===== config.mk =====
export PLATFORM = sky130hd
export DESIGN_NAME = pstats_evt_buffer
export DESIGN_NICKNAME = d
export VERILOG_FILES = /design/src/rtl/pstats_evt_buffer.sv
export SDC_FILE = /design/constraint.sdc
export NUM_CORES = 1
export LEC_CHECK = 0
export CAP_MARGIN = 40
export CELL_PAD_IN_SITES_DETAIL_PLACEMENT = 1
export CELL_PAD_IN_SITES_GLOBAL_PLACEMENT = 1
export CORE_AREA = 10 10 166 322
export CTS_BUF_LIST = sky130_fd_sc_hd__clkbuf_8 sky130_fd_sc_hd__clkbuf_16
export DETAILED_ROUTE_END_ITERATION = 7
export DIE_AREA = 0 0 176 332
export GPL_ROUTABILITY_DRIVEN = 0
export HOLD_SLACK_MARGIN = 0.06
export MAX_ROUTING_LAYER = met4
export PLACE_DENSITY = 0.54
export SYNTH_ARGS = -nofsm -noshare
export SYNTH_HDL_FRONTEND = slang
export SYNTH_SLANG_ARGS = --single-unit

===== constraint.sdc =====
create_clock -name clk_i -period 2.7 [get_ports clk_i]
set_input_delay 0.675 -clock clk_i [delete_from_list [all_inputs] [get_ports clk_i]]
set_output_delay 0.675 -clock clk_i [all_outputs]
set_load 0.02 [all_outputs]

===== src/rtl/pstats_evt_buffer.sv =====
`default_nettype none
// +----------------------------------------------------------------------------+
// | Module   : pstats_evt_buffer                                               |
// | Purpose  : Buffers one-cycle event pulses in per-event 2-bit saturating    |
// |            pending counters. A round-robin scanner offers one word of      |
// |            pending-event flags at a time over a valid/ready handshake.     |
// |            Sticky per-event overflow flags record lost events.             |
// | Revision : 1.0 - initial release                                           |
// +----------------------------------------------------------------------------+
module pstats_evt_buffer #(
  parameter  int g_cnt_pp = 64,
  parameter  int g_word_w = 16,
  localparam int c_nwords = g_cnt_pp / g_word_w,
  localparam int c_idx_w  = (c_nwords > 1) ? $clog2(c_nwords) : 1
) (
  input  logic                rst_n_i,
  input  logic                clk_i,
  input  logic [g_cnt_pp-1:0] events_i,
  output logic [g_word_w-1:0] evt_o,
  output logic [c_idx_w-1:0]  evt_idx_o,
  output logic                evt_valid_o,
  input  logic                evt_ready_i,
  output logic [g_cnt_pp-1:0] ovf_o,
  input  logic                ovf_clr_i,
  output logic                busy_o
);

  typedef enum logic [1:0] {
    S_IDLE  = 2'd0,
    S_SCAN  = 2'd1,
    S_OFFER = 2'd2
  } state_t;

  state_t              state_q;
  logic [c_idx_w-1:0]  ptr_q;
  logic [g_word_w-1:0] evt_q;
  logic [c_idx_w-1:0]  evt_idx_q;
  logic                valid_q;

  logic [g_cnt_pp-1:0] w_nz;
  logic [g_cnt_pp-1:0] w_ovf;
  logic [g_word_w-1:0] w_scan_word;
  logic [c_idx_w-1:0]  w_ptr_nxt;
  logic                w_any;
  logic                w_hs;

  assign w_any     = |w_nz;
  assign w_hs      = valid_q & evt_ready_i;
  assign w_ptr_nxt = (ptr_q == c_idx_w'(c_nwords - 1)) ? '0 : ptr_q + c_idx_w'(1);

  // Per-event pending counter and sticky overflow flag
  for (genvar k = 0; k < g_cnt_pp; k++) begin : g_cnt
    localparam int c_word = k / g_word_w;
    localparam int c_bit  = k % g_word_w;

    logic [1:0] cnt_q;
    logic [1:0] cnt_d;
    logic       ovf_q;
    logic       ovf_d;
    logic       w_inc;
    logic       w_dec;

    assign w_inc = events_i[k];
    // The accepted word carries this event only if its index and bit match
    assign w_dec = w_hs && (evt_idx_q == c_idx_w'(c_word)) && evt_q[c_bit];

    // Saturating count; a coincident increment and decrement cancel out, and a
    // new overflow takes priority over a clear in the same cycle
    always_comb begin
      cnt_d = cnt_q;
      ovf_d = ovf_q;
      if (ovf_clr_i) begin
        ovf_d = 1'b0;
      end
      if (w_inc && !w_dec) begin
        if (cnt_q == 2'd3) begin
          ovf_d = 1'b1;
        end else begin
          cnt_d = cnt_q + 2'd1;
        end
      end else if (w_dec && !w_inc) begin
        cnt_d = cnt_q - 2'd1;
      end
    end

    // Counter and overflow registers
    always_ff @(posedge clk_i or negedge rst_n_i) begin
      if (!rst_n_i) begin
        cnt_q <= 2'd0;
        ovf_q <= 1'b0;
      end else begin
        cnt_q <= cnt_d;
        ovf_q <= ovf_d;
      end
    end

    assign w_nz[k]  = |cnt_q;
    assign w_ovf[k] = ovf_q;
  end

  // Pending-flag word selected by the scan pointer
  always_comb begin
    w_scan_word = '0;
    for (int w = 0; w < c_nwords; w++) begin
      if (ptr_q == c_idx_w'(w)) begin
        w_scan_word = w_nz[w*g_word_w +: g_word_w];
      end
    end
  end

  // Scanner FSM: idle until something is pending, scan one word per cycle,
  // hold the offered word stable until it is accepted
  always_ff @(posedge clk_i or negedge rst_n_i) begin
    if (!rst_n_i) begin
      state_q   <= S_IDLE;
      ptr_q     <= '0;
      evt_q     <= '0;
      evt_idx_q <= '0;
      valid_q   <= 1'b0;
    end else begin
      case (state_q)
        S_IDLE: begin
          if (w_any) begin
            state_q <= S_SCAN;
          end
        end
        S_SCAN: begin
          if (|w_scan_word) begin
            evt_q     <= w_scan_word;
            evt_idx_q <= ptr_q;
            valid_q   <= 1'b1;
            state_q   <= S_OFFER;
          end else begin
            ptr_q <= w_ptr_nxt;
            if (!w_any) begin
              state_q <= S_IDLE;
            end
          end
        end
        S_OFFER: begin
          if (evt_ready_i) begin
            valid_q <= 1'b0;
            ptr_q   <= w_ptr_nxt;
            state_q <= S_SCAN;
          end
        end
        default: begin
          valid_q <= 1'b0;
          state_q <= S_IDLE;
        end
      endcase
    end
  end

  assign evt_o       = evt_q;
  assign evt_idx_o   = evt_idx_q;
  assign evt_valid_o = valid_q;
  assign ovf_o       = w_ovf;
  assign busy_o      = w_any | (state_q == S_OFFER);

endmodule
`default_nettype wire


==> results of run 1 <==
## flip-flops by register name, indices dropped and copies added, names as in the netlist
register	count
g_cnt.ovf_q	64
evt_o	16
g_cnt.cnt_q	128
evt_valid_o	1
evt_idx_o	2
state_q	2
ptr_q	2
## critical path, stage by stage (launching register included)
cell and delay [ns]:
dfrtp_1 0.38, nor2_1 0.11, buf_4 0.14, nand4_1 0.18, nor4_2 0.38, buf_4 0.17, nand4_1 0.09, a21o_1 0.23
buf_6 0.15
## cells in the mapped netlist (7+ instances only)
cell type / count / area, sq um
nor3b_1: 31 / 233
o21ai_0: 165 / 826
a22oi_1: 10 / 75.1
nor3_1: 22 / 110
buf_4: 69 / 518
a32o_1: 40 / 400
a21oi_1: 75 / 375
o211a_1: 8 / 80.1
nand4_1: 40 / 250
xor2_1: 17 / 149
dfrtp_1: 215 / 5380
nand2_1: 189 / 709
mux2_2: 10 / 113
inv_1: 54 / 203
and2_1: 30 / 188
buf_1: 8 / 30.0
nor4_1: 22 / 138
nor2_1: 79 / 297
clkbuf_1: 39 / 146
nand2b_1: 8 / 50.1
a22o_1: 8 / 70.1
a21boi_0: 8 / 60.1
or2_2: 37 / 231
mux2i_1: 29 / 290
nand3b_1: 27 / 203
o211ai_1: 33 / 248
o311ai_0: 7 / 61.3
a21o_1: 18 / 135
## how the worst max path moves through the flow
stage	slack [ns]	end	startpoint	cells past startpoint
finish	-0.32	busy_o	g_cnt[51].cnt_q[1]$_DFFE_PN0P_	8
global route	-0.41	busy_o	g_cnt[51].cnt_q[1]$_DFFE_PN0P_	8
CTS	-0.37	busy_o	g_cnt[53].cnt_q[0]$_DFFE_PN0P_	8
detailed placement	-0.27	evt_o[0]$_DFFE_PN0P_	ptr_q[0]$_DFFE_PN0P_	11
global placement	-0.27	busy_o	g_cnt[53].cnt_q[1]$_DFFE_PN0P_	8
floorplan	0.14	evt_idx_o[0]$_DFFE_PN0P_	ptr_q[1]$_DFFE_PN0P_	11
## metrics by stage
| step | util [%] | setup slack [ns] | TNS, ns | hold slack [ns] |
|---|---|---|---|---|
| final | 34.7 | -0.318 | -2.63 | 0.121 |
| after global routing | 34.7 | -0.407 | -4.65 | 0.141 |
| after CTS | 34.4 | -0.372 | -2.15 | 0.142 |
| after detailed placement | 32.2 | -0.274 | -3.84 | 0.481 |
| after global placement | 32.2 | -0.265 | -2.92 | 0.483 |
| after floorplan | - | 0.142 | 0 | 0.379 |
## logic make-up after synthesis
group | after synthesis | synth area share, %
and+or+nand+nor | 500 | 21.3
adders and majority gates | 4 | 0.422
DFF | 215 | 45.4
AOI/OAI and AO/OA | 383 | 20.4
muxes | 39 | 3.40
xor gates and xnor gates | 17 | 1.26
buffers and inverters | 174 | 7.89
## area by class of cell
class	count	area (sq um)
Clock inverter	15	124
Clock buffer	29	681
Fill cell	5680	31500
Sequential cell	215	5380
Timing Repair Buffer	435	3810
Tap cell	638	798
Inverter	54	203
Multi-Input combinational cell	943	5750
## per-layer routing
layer  wire length [microns]  track usage (%)  vias up  part of all wire, %
met1                   17200             15.8     5644                   37
met3                    1290             2.04       49                  2.8
met5                       0                -        -                    0
met4                    1040             4.60        0                  2.2
li1                        -                -     5381                    -
met2                   26800             31.5      152                   58
## what timing repair did
| item | CTS | global route |
|---|---|---|
| endpoints found under the setup margin | 21 | 24 |
| pin swaps | 14 | 15 |
| gates resized for setup | 53 | 27 |
| setup buffers | 13 | 8 |
## power groups by stage
stage	logic [mW]	registers (mW)	clock network (mW)
4_1_cts	6.42	4.51	3.54
3_5_place_dp	5.98	4.55	0
3_3_place_gp	5.87	4.54	0
5_1_grt	7.01	4.59	3.65
6_report	6.45	4.50	3.42
2_1_floorplan	3.07	4.60	0
==> implementation parameters, run 1 <==
Parameter                              Value

Route
  Post-detailed-routing wire length ... between 40 and 50 mm
  DRC Markers ... 0
  WL per Instance ... 19.9 microns
  Post-detailed-route via-to-cell ratio ... just under 5
  Post-route antenna net violation count ... 0
  Via count ... between 10000 and 15000
  First DRT Iteration DRCs ... about 370
  Count of TritonRoute iterations in the first routing pass ... 4

Power and ir drop
  Net switching share of the total power ... between 30 and 40%
  Share of total power in sequential cells ... between 30% and 40%
  Leakage component of the power ... approximately 6.8 nW
  Pwr Total ... 14.4 mW
  Net switching power figure ... between 5 and 6 mW
  Fraction of power consumed by combinational cells ... 44.9%
  P per Cell Area ... 858 nW/um^2
  Max VDD drop ... slightly below 500 uV
  Clock network fraction of total power ... roughly a quarter
  Internal power of the cells ... roughly 9.0 mW

STA
  Final setup violating endpoints ... 22
  Worst setup slack after layout ... -0.318 ns
  Minimum period implied by the final worst setup slack ... ~3.0 ns
  Part of the cycle the worst path needs ... 112%
  Worst-case headroom to the max-slew limit ... around 57%
  Worst Clk Skew ... ~0.019 ns
  Transition at the pin with the smallest max-transition slack ... about 0.64 ns
  Hold Vio Cnt, Final ... 0
  Unrepaired setup endpoints after global routing ... yes
  Final-report max-slew violation count ... 0
  Achievable clock frequency ... 0.331 GHz

Logic synthesis
  Post-Syn Area per Cell ... 8.91 sq um
  FF+latch count, synth ... approximately 220
  Share of the yosys chip area belonging to registers ... 45.4%
  Share of async-settable or async-resettable flops after synthesis ... 100%
  Post-synth cell types ... just under 50
  Post-synth net total ... roughly 1400
  Post-Syn Instances ... 1332
  Post-synthesis instance area ... 11900 sq um
  Count of flip-flops with a built-in enable after synthesis ... 0
  Yosys warnings ... 0
  Dominant register cell in the synthesized netlist ... dfrtp_1

Clock network
  Number of buffers created by CTS ... 24
  Root buffer cell ... clkbuf_16
  # H-tree levels ... 1
  Clock tree from TritonCTS ... built
  CTS clk-pin slew, worst paths ... approximately 0.070 ns
  Worst skew pair latency ... 0.54 ns
  Quantity of hold-fixing buffers added after cts ... 0
  Number of clock sinks ... around 220
  Number of buffers on the longest clock path ... 3

Placement
  DP Cell Count ... approximately 2300
  Port Buf Inserts ... roughly 150
  Post-DP HPWL ... roughly 37 mm
  Instance area at placement ... between 15000 and 20000 sq um

Min path
  Class of the tightest hold or removal check ... in -> async

Global route
  Vias in the first global route ... ~12000
  Antenna violations before repair ... 0
  Global routing usage summed across all routing layers ... 16.1%
  Global-route wire length before repair ... roughly 70 mm
  Largest net degree at the start of global routing ... just under 70
  Global route total overflow ... 0

Worst setup path
  Element type at the critical path start ... register
  R2r endpoint ... evt_o[0]$_DFFE_PN0P_
  Crit path DAT ... ~2.3 ns
  Nature of the critical path endpoint ... output pin
  Maximum fanout encountered on the critical timing path ... 2
  Worst EP required ... 2.03 ns
  WS Path Type ... reg -> out
  Reg2Reg Setup Slack ... -0.18 ns
  Beginning of the worst register-to-register path ... ptr_q[0]$_DFFE_PN0P_
  Path depth of the worst reg2reg path ... 12

Floorplan
  Area of the core region ... ~48000 sq um
  Height of the chip ... between 300 and 400 microns
  Initial Util ... about 25%
  Overall die area ... about 58000 sq um
  Boundary pin count ... approximately 150
  Die W ... approximately 180 microns
  Cell Rows ... around 110

Run status
  Outcome ... finished, violations left
  Failing checks ... negative setup slack

Cells and area
  Final Instance Count excl. Fillers ... about 2300
  Leading cell type in the layout, fill and taps excluded ... buf_4
  Layout cells sized above 1 ... roughly a quarter
  Area grow syn2layout ... 41.2%
  Number of nets in the layout ... 1745
  Most used cells in the layout excluding fill and tap cells ... buf_4, dfrtp_1, nand2_1, o21ai_0, clkdlybuf4s50_1
  Diodes inserted ... 0
  Design area ... 16700 sq um

Run
  Number of max-cap violations ... 0
(Power assumes the default switching activity.)
==> run 2, diff against run 1 <==
Settings changed: PLACE_DENSITY 0.54 to default, PLACE_DENSITY_LB_ADDON from default to 0.1.
==> run 2 against run 1 <==
The run still ends with negative setup slack left. Highest routed layer unchanged. Final area down 0.84%. Non-clock buffer count fell by 11. Core utilization fell by 0.29 points. Via count is 1.4% lower. Power is 1.4% lower. Hold slack gained 0.37 ns. Largest cell class unchanged. Flip-flop and latch count is the same. Global-route usage rose by 0.54 points.
==> implementation parameters, run 2 (synthesis gave the netlist of run 1 again) <==
Parameter                              Value

Worst setup path
  WS Path Type ... reg -> out
  Element type at the critical path start ... register
  Nature of the critical path endpoint ... output pin
  Chain of cells forming the critical path ... nor2_1 > buf_4 > nand4_1 > nor4_2 > buf_4 > nand4_1 > a21o_1 > buf_6
  Beginning of the worst register-to-register path ... ptr_q[1]$_DFFE_PN0P_
  Crit path DAT ... 2.29 ns (-0.05 ns)
  Worst EP required ... 2.03 ns (about the same)
  Maximum fanout encountered on the critical timing path ... 2 (unchanged)
  Largest stage delay on the critical path ... 0.37 ns (about the same)
  Reg2Reg Setup Slack ... -0.03 ns (+0.15 ns)
  Critical-path top delay cell ... dfrtp_1
  R2r endpoint ... evt_o[3]$_DFFE_PN0P_
  Path depth of the worst reg2reg path ... 11 (-1)

STA
  Transition at the pin with the smallest max-transition slack ... 0.524 ns (-0.119 ns)
  Minimum period implied by the final worst setup slack ... 2.97 ns (-0.0524 ns)
  Final-report max-slew violation count ... 0 (unchanged)
  Unrepaired setup endpoints after global routing ... yes
  Final-layout worst hold slack ... 0.489 ns (+0.368 ns)
  Worst Clk Skew ... 0.0109 ns (-0.00851 ns)
  Worst setup slack after layout ... -0.265 ns (+0.0524 ns)
  Hold Vio Cnt, Final ... 0 (unchanged)
  Achievable clock frequency ... 0.337 GHz (+1.8%)
  Worst-case headroom to the max-slew limit ... 65.1% (+7.9 points)
  Part of the cycle the worst path needs ... 110% (-1.9 points)
  Setup Total Neg Slack ... -0.303 ns (+2.32 ns)
  Final setup violating endpoints ... 6 (-73%)

Min path
  Hold Path Sink ... g_cnt[48].ovf_q$_DFF_PN0_
  Start point of the worst min-delay path ... g_cnt[48].ovf_q$_DFF_PN0_
  Class of the tightest hold or removal check ... reg -> reg
  Hold path cells ... 1

Cells and area
  Leading cell type in the layout, fill and taps excluded ... buf_4
  Number of nets in the layout ... 1734 (-0.63%)
  Top register by number of flip-flops ... g_cnt.cnt_q
  Area grow syn2layout ... 40.0%
  Flip-flop and latch area ... 5380 sq um (about the same)
  Area of combinational cells with multiple inputs ... 5750 sq um (about the same)
  Layout filler cell count ... 5650 (-0.53%)
  Most used cells in the layout excluding fill and tap cells ... buf_4, dfrtp_1, nand2_1, o21ai_0, clkdlybuf4s50_1
  Core occupancy in the finished layout ... 34.4% (-0.29 points)
  Final Instance Count excl. Fillers ... 2318 (-0.47%)
  Largest register FFs ... 128 (unchanged)
  Layout cells sized above 1 ... 24.0% (about the same)

Run
  Number of max-cap violations ... 0 (unchanged)

Global route
  Global routing usage summed across all routing layers ... 16.6% (+0.54 points)
  Global route total overflow ... 0 (unchanged)
  Global-route wire length before repair ... 73.1 mm (+2.2%)
  Largest net degree at the start of global routing ... 70 (+1.4%)
  Vias in the first global route ... 12200 (-1.4%)
  Antenna violations before repair ... 1 (+1)

Clock network
  Clock tree from TritonCTS ... built
  Root buffer cell ... clkbuf_16
  CTS clk-pin slew, worst paths ... 0.06 ns (about the same)
  Number of buffers on the longest clock path ... 3 (unchanged)
  Number of clock sinks ... 215 (unchanged)
  Worst skew pair latency ... 0.54 ns (about the same)
  Number of buffers created by CTS ... 24 (unchanged)
  # H-tree levels ... 1 (unchanged)

Power and ir drop
  Pwr Total ... 14.2 mW (-1.4%)
  P per Cell Area ... 854 nW/um^2 (-0.53%)
  Leakage component of the power ... 6.66 nW (-1.8%)
  Max VDD drop ... 443 uV (-7.7%)

Floorplan
  Overall die area ... 58400 sq um (unchanged)
  Area of the core region ... 48200 sq um (unchanged)
  Boundary pin count ... 152 (unchanged)
  Initial Util ... 24.6% (unchanged)
  Cell Rows ... 114 (unchanged)
  Height of the chip ... 332 microns (unchanged)
  Die W ... 176 microns (unchanged)

Route
  Post-route antenna net violation count ... 0 (unchanged)
  Post-detailed-route via-to-cell ratio ... 4.78 (-0.93%)
  Via count ... 11100 (-1.4%)
  DRC Markers ... 0 (unchanged)
  Count of TritonRoute iterations in the first routing pass ... 4 (unchanged)
  Post-detailed-routing wire length ... 47.2 mm (+1.9%)
  First DRT Iteration DRCs ... 479 (+28%)
  WL per Instance ... 20.4 microns (+2.3%)

Run status
  Failing checks ... negative setup slack
  Outcome ... finished, violations left

Placement
  Port Buf Inserts ... 151 (unchanged)
  Post-DP HPWL ... 37.2 mm (+1.7%)
  DP Cell Count ... 2264 (-0.088%)
## run 2: routing by layer
layer  wire length [microns]  share of wire, %  vias to the layer above  global-route usage, %
met5                       0                 0                        -                      -
met4                    1440               3.1                        0                   5.72
met3                    1310               2.8                       55                   1.87
met2                   26100                55                      170                   31.2
met1                   18400                39                     5479                   17.3
li1                        -                 -                     5365                      -
## run 2: layout make-up
| type | count | share of cell area, % |
|---|---|---|
| flip-flops and latches | 215 | 32.4 |
| diodes | 1 | 0.0151 |
| multi-input cells | 943 | 34.6 |
| repair buffers | 424 | 22.3 |
| clock buffers | 27 | 3.93 |
| well taps | 638 | 4.81 |
| inverters | 54 | 1.22 |
| clock inverters | 16 | 0.678 |
## run 2: power breakdown
| part | internal (mW) | switching [mW] | leakage [nW] |
|---|---|---|---|
| Clock | 1.83 | 1.50 | 0.383 |
| Sequential | 3.90 | 0.572 | 2.10 |
| Combinational | 2.97 | 3.41 | 4.17 |
## run 2: how the worst max path moves through the flow
stage	startpoint	cells after the start	slack [ns]	end
final	g_cnt[53].cnt_q[0]$_DFFE_PN0P_	8	-0.27	busy_o
after CTS	g_cnt[53].cnt_q[0]$_DFFE_PN0P_	8	-0.30	busy_o
after global routing	g_cnt[51].cnt_q[0]$_DFFE_PN0P_	8	-0.38	busy_o
after detailed placement	g_cnt[54].cnt_q[0]$_DFFE_PN0P_	6	-0.25	busy_o
after floorplan	ptr_q[1]$_DFFE_PN0P_	11	0.14	evt_idx_o[0]$_DFFE_PN0P_
after global placement	g_cnt[54].cnt_q[0]$_DFFE_PN0P_	6	-0.27	busy_o
## run 2: worst max-delay path: cells and delay by family (launching register included)
| kind | cells | cell delay (ns) |
|---|---|---|
| simple gates | 4 | 0.71 |
| buf+inv | 3 | 0.44 |
| flops | 1 | 0.37 |
| compound gates | 1 | 0.23 |
## run 2: through the flow
step / setup slack, ns / cell area [sq um]
6_report: -0.265 / 16600
5_1_grt: -0.382 / 16600
4_1_cts: -0.301 / 16500
3_5_place_dp: -0.251 / 15500
3_3_place_gp: -0.272 / 15500
2_1_floorplan: 0.142 / 11900
## run 2: timing repair
item | 4_1_cts | 5_1_grt
pin swaps | 13 | 5
setup buffers | 5 | 3
endpoints found under the setup margin | 21 | 24
hold buffers | 1 | 0
hold endpoints to repair | 28 | 0
cloned | 1 | 0
gates resized for setup | 59 | 20
